### config.mk
export PLATFORM = sky130hd
export DESIGN_NAME = dac_spi_rx
export DESIGN_NICKNAME = d
export VERILOG_FILES = /design/src/rtl/dac_spi_rx.sv
export SDC_FILE = /design/constraint.sdc
export NUM_CORES = 1
export LEC_CHECK = 0
export CAP_MARGIN = 40
export CORE_MARGIN = 1.5
export CORE_UTILIZATION = 30
export DETAILED_ROUTE_END_ITERATION = 16
export GPL_TIMING_DRIVEN = 1
export PLACE_DENSITY_LB_ADDON = 0.15
export SYNTH_ARGS = -nofsm -noshare
export SYNTH_HDL_FRONTEND = slang
export SYNTH_SLANG_ARGS = --single-unit
### constraint.sdc
create_clock -name sysclk -period 5.5 [get_ports sysclk]
set_clock_uncertainty 0.1 [all_clocks]
set_input_delay 1.1 -clock sysclk [delete_from_list [all_inputs] [get_ports sysclk]]
set_output_delay 1.1 -clock sysclk [all_outputs]
set_load 0.01 [all_outputs]
### src/rtl/dac_spi_rx.sv
// dac_spi_rx: sysclk-domain receiver for a 16-bit SPI DAC command stream.
// Serial inputs are oversampled by sysclk, frames are framed by dac_cs and
// committed to the modelled DAC output by a dac_ld falling edge.
// Optional feature macro: DAC_SPI_RX_SHDN_EN (SHDN_n == 0 loads force 0).
module dac_spi_rx #(
  parameter int unsigned SYNC_STAGES = 2
) (
  input  logic       sysclk,
  input  logic       reset,
  input  logic       sck,
  input  logic       sdi,
  input  logic       dac_cs,
  input  logic       dac_ld,
  output logic [9:0] frame_data,
  output logic [3:0] frame_cfg,
  output logic       frame_valid,
  output logic       frame_err,
  output logic [9:0] dac_value,
  output logic       ld_strobe,
  output logic       busy
);

  localparam int unsigned SR_W   = 16;
  localparam int unsigned CNT_W  = 5;
  localparam int unsigned DATA_W = 10;
  localparam int unsigned CFG_W  = 4;
  localparam logic [CNT_W-1:0] CNT_FULL = CNT_W'(16);
  localparam logic [CNT_W-1:0] CNT_SAT  = CNT_W'(17);

  typedef enum logic [1:0] {
    IDLE  = 2'd0,
    SHIFT = 2'd1,
    HOLD  = 2'd2
  } state_t;

  logic [SYNC_STAGES-1:0] sck_sync, sdi_sync, cs_sync, ld_sync;
  logic                   sck_q, cs_q, ld_q;
  logic                   sck_s, sdi_s, cs_s, ld_s;
  logic                   sck_rise, cs_fall, cs_rise, ld_fall;

  state_t                 state, state_n;
  logic [CNT_W-1:0]       cnt, cnt_n;
  logic [SR_W-1:0]        sr, sr_n;
  logic [DATA_W-1:0]      frame_data_n, dac_value_n, load_value;
  logic [CFG_W-1:0]       frame_cfg_n;
  logic                   frame_valid_n, frame_err_n, ld_strobe_n;

  assign sck_s = sck_sync[SYNC_STAGES-1];
  assign sdi_s = sdi_sync[SYNC_STAGES-1];
  assign cs_s  = cs_sync[SYNC_STAGES-1];
  assign ld_s  = ld_sync[SYNC_STAGES-1];

  assign sck_rise = sck_s & ~sck_q;
  assign cs_fall  = ~cs_s & cs_q;
  assign cs_rise  = cs_s & ~cs_q;
  assign ld_fall  = ~ld_s & ld_q;

  // Value written to the DAC on a load; shutdown forces zero when enabled.
`ifdef DAC_SPI_RX_SHDN_EN
  assign load_value = frame_cfg[0] ? frame_data : '0;
`else
  assign load_value = frame_data;
`endif

  // Input synchronisers plus one delayed copy for edge detection, reset to idle levels.
  always_ff @(posedge sysclk) begin
    if (reset) begin
      sck_sync <= '0;
      sdi_sync <= '0;
      cs_sync  <= '1;
      ld_sync  <= '1;
      sck_q    <= 1'b0;
      cs_q     <= 1'b1;
      ld_q     <= 1'b1;
    end else begin
      sck_sync <= {sck_sync[SYNC_STAGES-2:0], sck};
      sdi_sync <= {sdi_sync[SYNC_STAGES-2:0], sdi};
      cs_sync  <= {cs_sync[SYNC_STAGES-2:0], dac_cs};
      ld_sync  <= {ld_sync[SYNC_STAGES-2:0], dac_ld};
      sck_q    <= sck_s;
      cs_q     <= cs_s;
      ld_q     <= ld_s;
    end
  end

  // State, datapath and registered outputs.
  always_ff @(posedge sysclk) begin
    if (reset) begin
      state       <= IDLE;
      cnt         <= '0;
      sr          <= '0;
      frame_data  <= '0;
      frame_cfg   <= '0;
      dac_value   <= '0;
      frame_valid <= 1'b0;
      frame_err   <= 1'b0;
      ld_strobe   <= 1'b0;
      busy        <= 1'b0;
    end else begin
      state       <= state_n;
      cnt         <= cnt_n;
      sr          <= sr_n;
      frame_data  <= frame_data_n;
      frame_cfg   <= frame_cfg_n;
      dac_value   <= dac_value_n;
      frame_valid <= frame_valid_n;
      frame_err   <= frame_err_n;
      ld_strobe   <= ld_strobe_n;
      busy        <= (state_n == SHIFT);
    end
  end

  // Next-state and next-output logic; a load in HOLD wins over a new frame start.
  always_comb begin
    state_n       = state;
    cnt_n         = cnt;
    sr_n          = sr;
    frame_data_n  = frame_data;
    frame_cfg_n   = frame_cfg;
    dac_value_n   = dac_value;
    frame_valid_n = 1'b0;
    frame_err_n   = 1'b0;
    ld_strobe_n   = 1'b0;
    case (state)
      IDLE: begin
        if (cs_fall) begin
          state_n = SHIFT;
          cnt_n   = '0;
          sr_n    = '0;
        end
      end
      SHIFT: begin
        if (cs_rise) begin
          if (cnt == CNT_FULL) begin
            state_n       = HOLD;
            frame_data_n  = sr[11:2];
            frame_cfg_n   = sr[15:12];
            frame_valid_n = 1'b1;
          end else begin
            state_n     = IDLE;
            frame_err_n = 1'b1;
          end
        end else if (sck_rise) begin
          sr_n  = {sr[SR_W-2:0], sdi_s};
          cnt_n = (cnt == CNT_SAT) ? CNT_SAT : cnt + CNT_W'(1);
        end
      end
      HOLD: begin
        if (ld_fall) begin
          dac_value_n = load_value;
          ld_strobe_n = 1'b1;
          if (cs_fall) begin
            state_n = SHIFT;
            cnt_n   = '0;
            sr_n    = '0;
          end else begin
            state_n = IDLE;
          end
        end else if (cs_fall) begin
          state_n     = SHIFT;
          cnt_n       = '0;
          sr_n        = '0;
          frame_err_n = 1'b1;
        end
      end
      default: state_n = IDLE;
    endcase
  end

endmodule

Yosys cells after proc, flatten, opt, wreduce, memory -nomap -nowiden
Index checks and enable logic that the tools add are counted.
Widths: inputs -> output; s select.
{"block": "totals", "ff_bits": 62, "out_inout_bits": 28, "input_bits": 6}
{"block": "op_classes", "n_eq_ne": 8, "addsub": 1, "n_reduce_logical": 8, "mux": 22, "n_bitwise": 11}
{"cell": "$mux 16", "count": 3}
{"cell": "$pmux 16 s2", "count": 1}
{"cell": "$mux 5", "count": 4}
{"cell": "$eq 5x5->1 const B", "count": 2}
{"cell": "$pmux 5 s2", "count": 1}
{"cell": "$mux 2", "count": 4}
{"cell": "$mux 1", "count": 7}
{"cell": "$not 1->1", "count": 7}
{"cell": "$pmux 2 s3", "count": 1}
{"cell": "$add 5x1->5 const B", "count": 1}
{"cell": "$and 1x1->1", "count": 4}
{"cell": "$eq 2x1->1 const B", "count": 2}
{"cell": "$ne 2x2->1 const B", "count": 2}
{"cell": "$reduce_and 4->1", "count": 1}
{"cell": "$reduce_or 2->1", "count": 2}
{"cell": "$reduce_and 3->1", "count": 1}
{"cell": "$reduce_or 3->1", "count": 1}
{"cell": "$eq 2x2->1 const B", "count": 1}
{"cell": "$logic_not 2->1", "count": 1}
{"cell": "$ne 2x1->1 const B", "count": 1}
{"cell": "$pmux 1 s2", "count": 1}
{"cell": "$reduce_and 2->1", "count": 1}
{"cell": "$reduce_bool 2->1", "count": 1}

Logic depth before layout (Yosys ltp)
{"block": "logic_depth", "ltp_word": 6, "mapped_depth": 8}

Least setup slack after synthesis
OpenSTA, ideal clock, no wires.
{"block": "synth_timing", "path_type": "in2reg", "from": "input reset", "to": "register dac_value[0]", "setup_ps": 137, "path_buffers": 2, "required_time_ps": 5263, "t_arrival_ps": 1781, "slack_ps": 3482, "stages": 3, "path_cell_list": "clkbuf_1 -> buf_1 -> nor2_1"}
{"element": "start, declared", "line_no": "9", "rtl": "input logic reset,"}
{"element": "end signal, assigned", "line_no": "105", "rtl": "dac_value <= dac_value_n;"}
{"element": "end, declared", "line_no": "18", "rtl": "output logic [9:0] dac_value,"}
No word-level cell between the ends.

Worst setup path after layout
{"block": "layout_timing", "from": "register frame_data[9]", "to": "output frame_data[9]"}
{"element": "start, declared", "line_no": "14", "rtl": "output logic [9:0] frame_data,"}
{"element": "start signal, assigned", "line_no": "103", "rtl": "frame_data <= frame_data_n;"}
No word-level cell between the ends.

==> run metrics <==
total core area 8175 um2; met2 WL 2503 um; row cnt 33; post-CTS sizing 0; Synth cell types 38; f_max 410.0 MHz; Finish-stage setup viols 0; Syn Nets 286; Final Power 0.9974 mW; Post-route DRC 0; Mapped Cells approximately 270; Starting Density 30.72%; n_diodes 0; global-route wire length before repair 8983 um; async set-reset flop share out of synthesis 0%; routability cong. 0.7747; Tightest Pin Transition 0.7332 ns; gr ovfl total 0; Crit path max-delay family buffers and inverters; clock sink count 62; initial antenna violation count 0; synth top area cells dfxtp_1 (49%), a21oi_1 (5.2%), nand4_1 (4.7%), mux2i_1 (4.0%), o21ai_0 (4.0%); clock-pin slew on the worst setup and hold paths 0.08 ns; hold_buf cts 0; cell taking the most area after synthesis dfxtp_1; unrepaired setup endpoints after global routing false; Synth Warn # 0; I/O Pins 34; maximum vdd drop ~0.00013 V; die extent in y 94.49 um; hold crit path type reg2reg; Setup TNS 0 ns; Inserted Clock Buffers 9; clk_lat worst skew 0.33 ns; max-cap violation count 0; vias in the first global route 1987; met3 WL 208 um; sequential-to-total area share from yosys stat 49.43%; EDFF count, synth 0; P&R area growth vs syn 24.66%; Crit Path Max Fanout 3; min cycle time layout roughly 2.4 ns; CP max stage delay 0.54 ns; Post-CTS Setup Bufs 0; crit path buf inv count 1; # nets final roughly 310; CTS tree yes; dominant synthesized flop cell dfxtp_1; top sig layer met4; Max Slew Vio Count 0; Die ar. 8928 um2; worst rel slew slack 51.12%; Critical Path End Type output pin; antenna-violating nets left 0; via/cell ratio 4.892; Die W 94.49 um; CTS Buffer Depth 2; Tcrit/Tclk final 44.35%; Mapped Area 2511 um2; Cell Pwr Density 318.6 nW/um2; critical path's slowest cell clkdlybuf4s50_1; CTS H-tree depth 3; root buffer cell clkbuf_8; gr usage total between 10% and 20%; flops & latches, synth 62; final hold vios 0; status finished, final reports clean; Leakage 1.113 nW; largest net degree at the start of global routing 62; critical path class reg2out; post-DR wirelength/cell 12.67 um; dpl hpwl 3194 um; Worst setup SP type register; worst path required time about 4.3 ns; Starting DRT DRC Count 98; drt first pass iters 4; CP cell instances clkdlybuf4s50_1; DR vias roughly 2000; layout cells sized above 1 16.12%; Synth top area share 49.43%; Arrival @ worst endpoint 1.24 ns; I/O Buffers 33; DRT Wirelength 5183 um; WL met1 2419 um; synthesized area per cell just over 9 um2
-- cells by family (layout without fill, tap and decap cells) --
group | Yosys count | after routing | synth area share [%]
AO/OA/AOI/OAI | 68 | 68 | 16.24
adder cells (fa/ha/maj) | 7 | 7 | 3.488
buffers and inverters | 25 | 56 | 4.932
flip-flops | 62 | 62 | 49.43
multiplexers | 10 | 10 | 3.986
AND/OR/NAND/NOR | 101 | 101 | 21.92
-- area by class of cell --
class,instances,area (um2)
fill,858,5045
sequential,62,1241
multi-input combinational,186,1146
timing repair buffer,36,347.8
tap,105,131.4
clock inverter,7,125.1
clock buffer,9,123.9
inverter,4,15.01
-- state kept, by name, indices dropped and copies added, names as in the netlist --
register	cells
sdi_sync	2
frame_valid	1
state	2
frame_data	10
sck_q	1
ld_q	1
frame_err	1
dac_value	10
cnt	5
cs_q	1
sck_sync	2
ld_strobe	1
sr	16
cs_sync	2
ld_sync	2
frame_cfg	4
busy	1
-- placed cells by master (no fill, tap or decap), types with 3 or more instances in the layout --
| master | instances |
|---|---|
| or2_2 | 7 |
| mux2i_1 | 10 |
| inv_6 | 4 |
| clkdlybuf4s50_1 | 32 |
| nand2_2 | 10 |
| nand3_1 | 4 |
| nand2_1 | 19 |
| a21oi_1 | 26 |
| bufinv_16 | 3 |
| nor2b_1 | 7 |
| dfxtp_1 | 62 |
| nand4_1 | 19 |
| and2_1 | 3 |
| clkbuf_8 | 9 |
| ha_1 | 7 |
| inv_1 | 4 |
| o21ai_0 | 20 |
| buf_4 | 3 |
| nand2b_1 | 3 |
| nor2_1 | 18 |
| a21oi_2 | 10 |
| o31ai_1 | 3 |
-- report_power, final --
group | total (mW) | switching (mW) | internal [mW]
logic | 0.0396 | 0.0264 | 0.0132
registers | 0.457 | 0.00427 | 0.453
clock network | 0.501 | 0.193 | 0.307
-- cell usage after synthesis (all sizes together), types with 2 or more instances --
| cell | instances |
|---|---|
| mux2i | 10 |
| nand4 | 19 |
| dfxtp | 62 |
| and2 | 3 |
| or2 | 7 |
| ha | 7 |
| o31ai | 3 |
| nor3 | 2 |
| o21ai | 22 |
| nand2 | 29 |
| clkbuf | 11 |
| nor2 | 18 |
| a21oi | 36 |
| o21a | 2 |
| inv | 4 |
| buf | 10 |
| nand2b | 3 |
| nor3b | 2 |
| nor2b | 9 |
| nand3 | 4 |
-- per-stage QoR --
stage | setup WS, ns | util [%] | hold slack, ns | area [um2] | instances
after floorplan | 3.482 | - | 0.2895 | 2511 | 273
after global placement | 3.244 | 35.25 | 0.2927 | 2882 | 393
after detailed placement | 3.209 | 35.25 | 0.2945 | 2882 | 393
after CTS | 3.028 | 38.29 | 0.3140 | 3131 | 409
after global routing | 2.972 | 38.29 | 0.3321 | 3131 | 409
final | 3.061 | 38.29 | 0.3120 | 3131 | 409
-- worst reg2reg max path, cell delays in order (launching register included) --
cell,delay [ns]
dfxtp_1,0.75
inv_1,0.16
ha_1,0.29
nand3b_1,0.54
mux2i_1,0.27
nor2_1,0.05
-- path summary, 6_finish.rpt --
path | startpoint | to | slack [ns] | cells past startpoint
setup reg to reg | state[0] | dac_value[2] | 3.22 | 5
hold / removal | cs_sync[0] | cs_sync[1] | 0.31 | 1
hold reg to reg | cs_sync[0] | cs_sync[1] | 0.31 | 1
setup / recovery | frame_data[9] | frame_data[9] | 3.06 | 1
-- layer usage --
metal	vias to the layer above	global-route usage, %
met4	0	5.348
met5	-	0
met2	35	22.48
li1	1005	-
met1	957	14.90
met3	4	3.704
(Power assumes the default switching activity.)
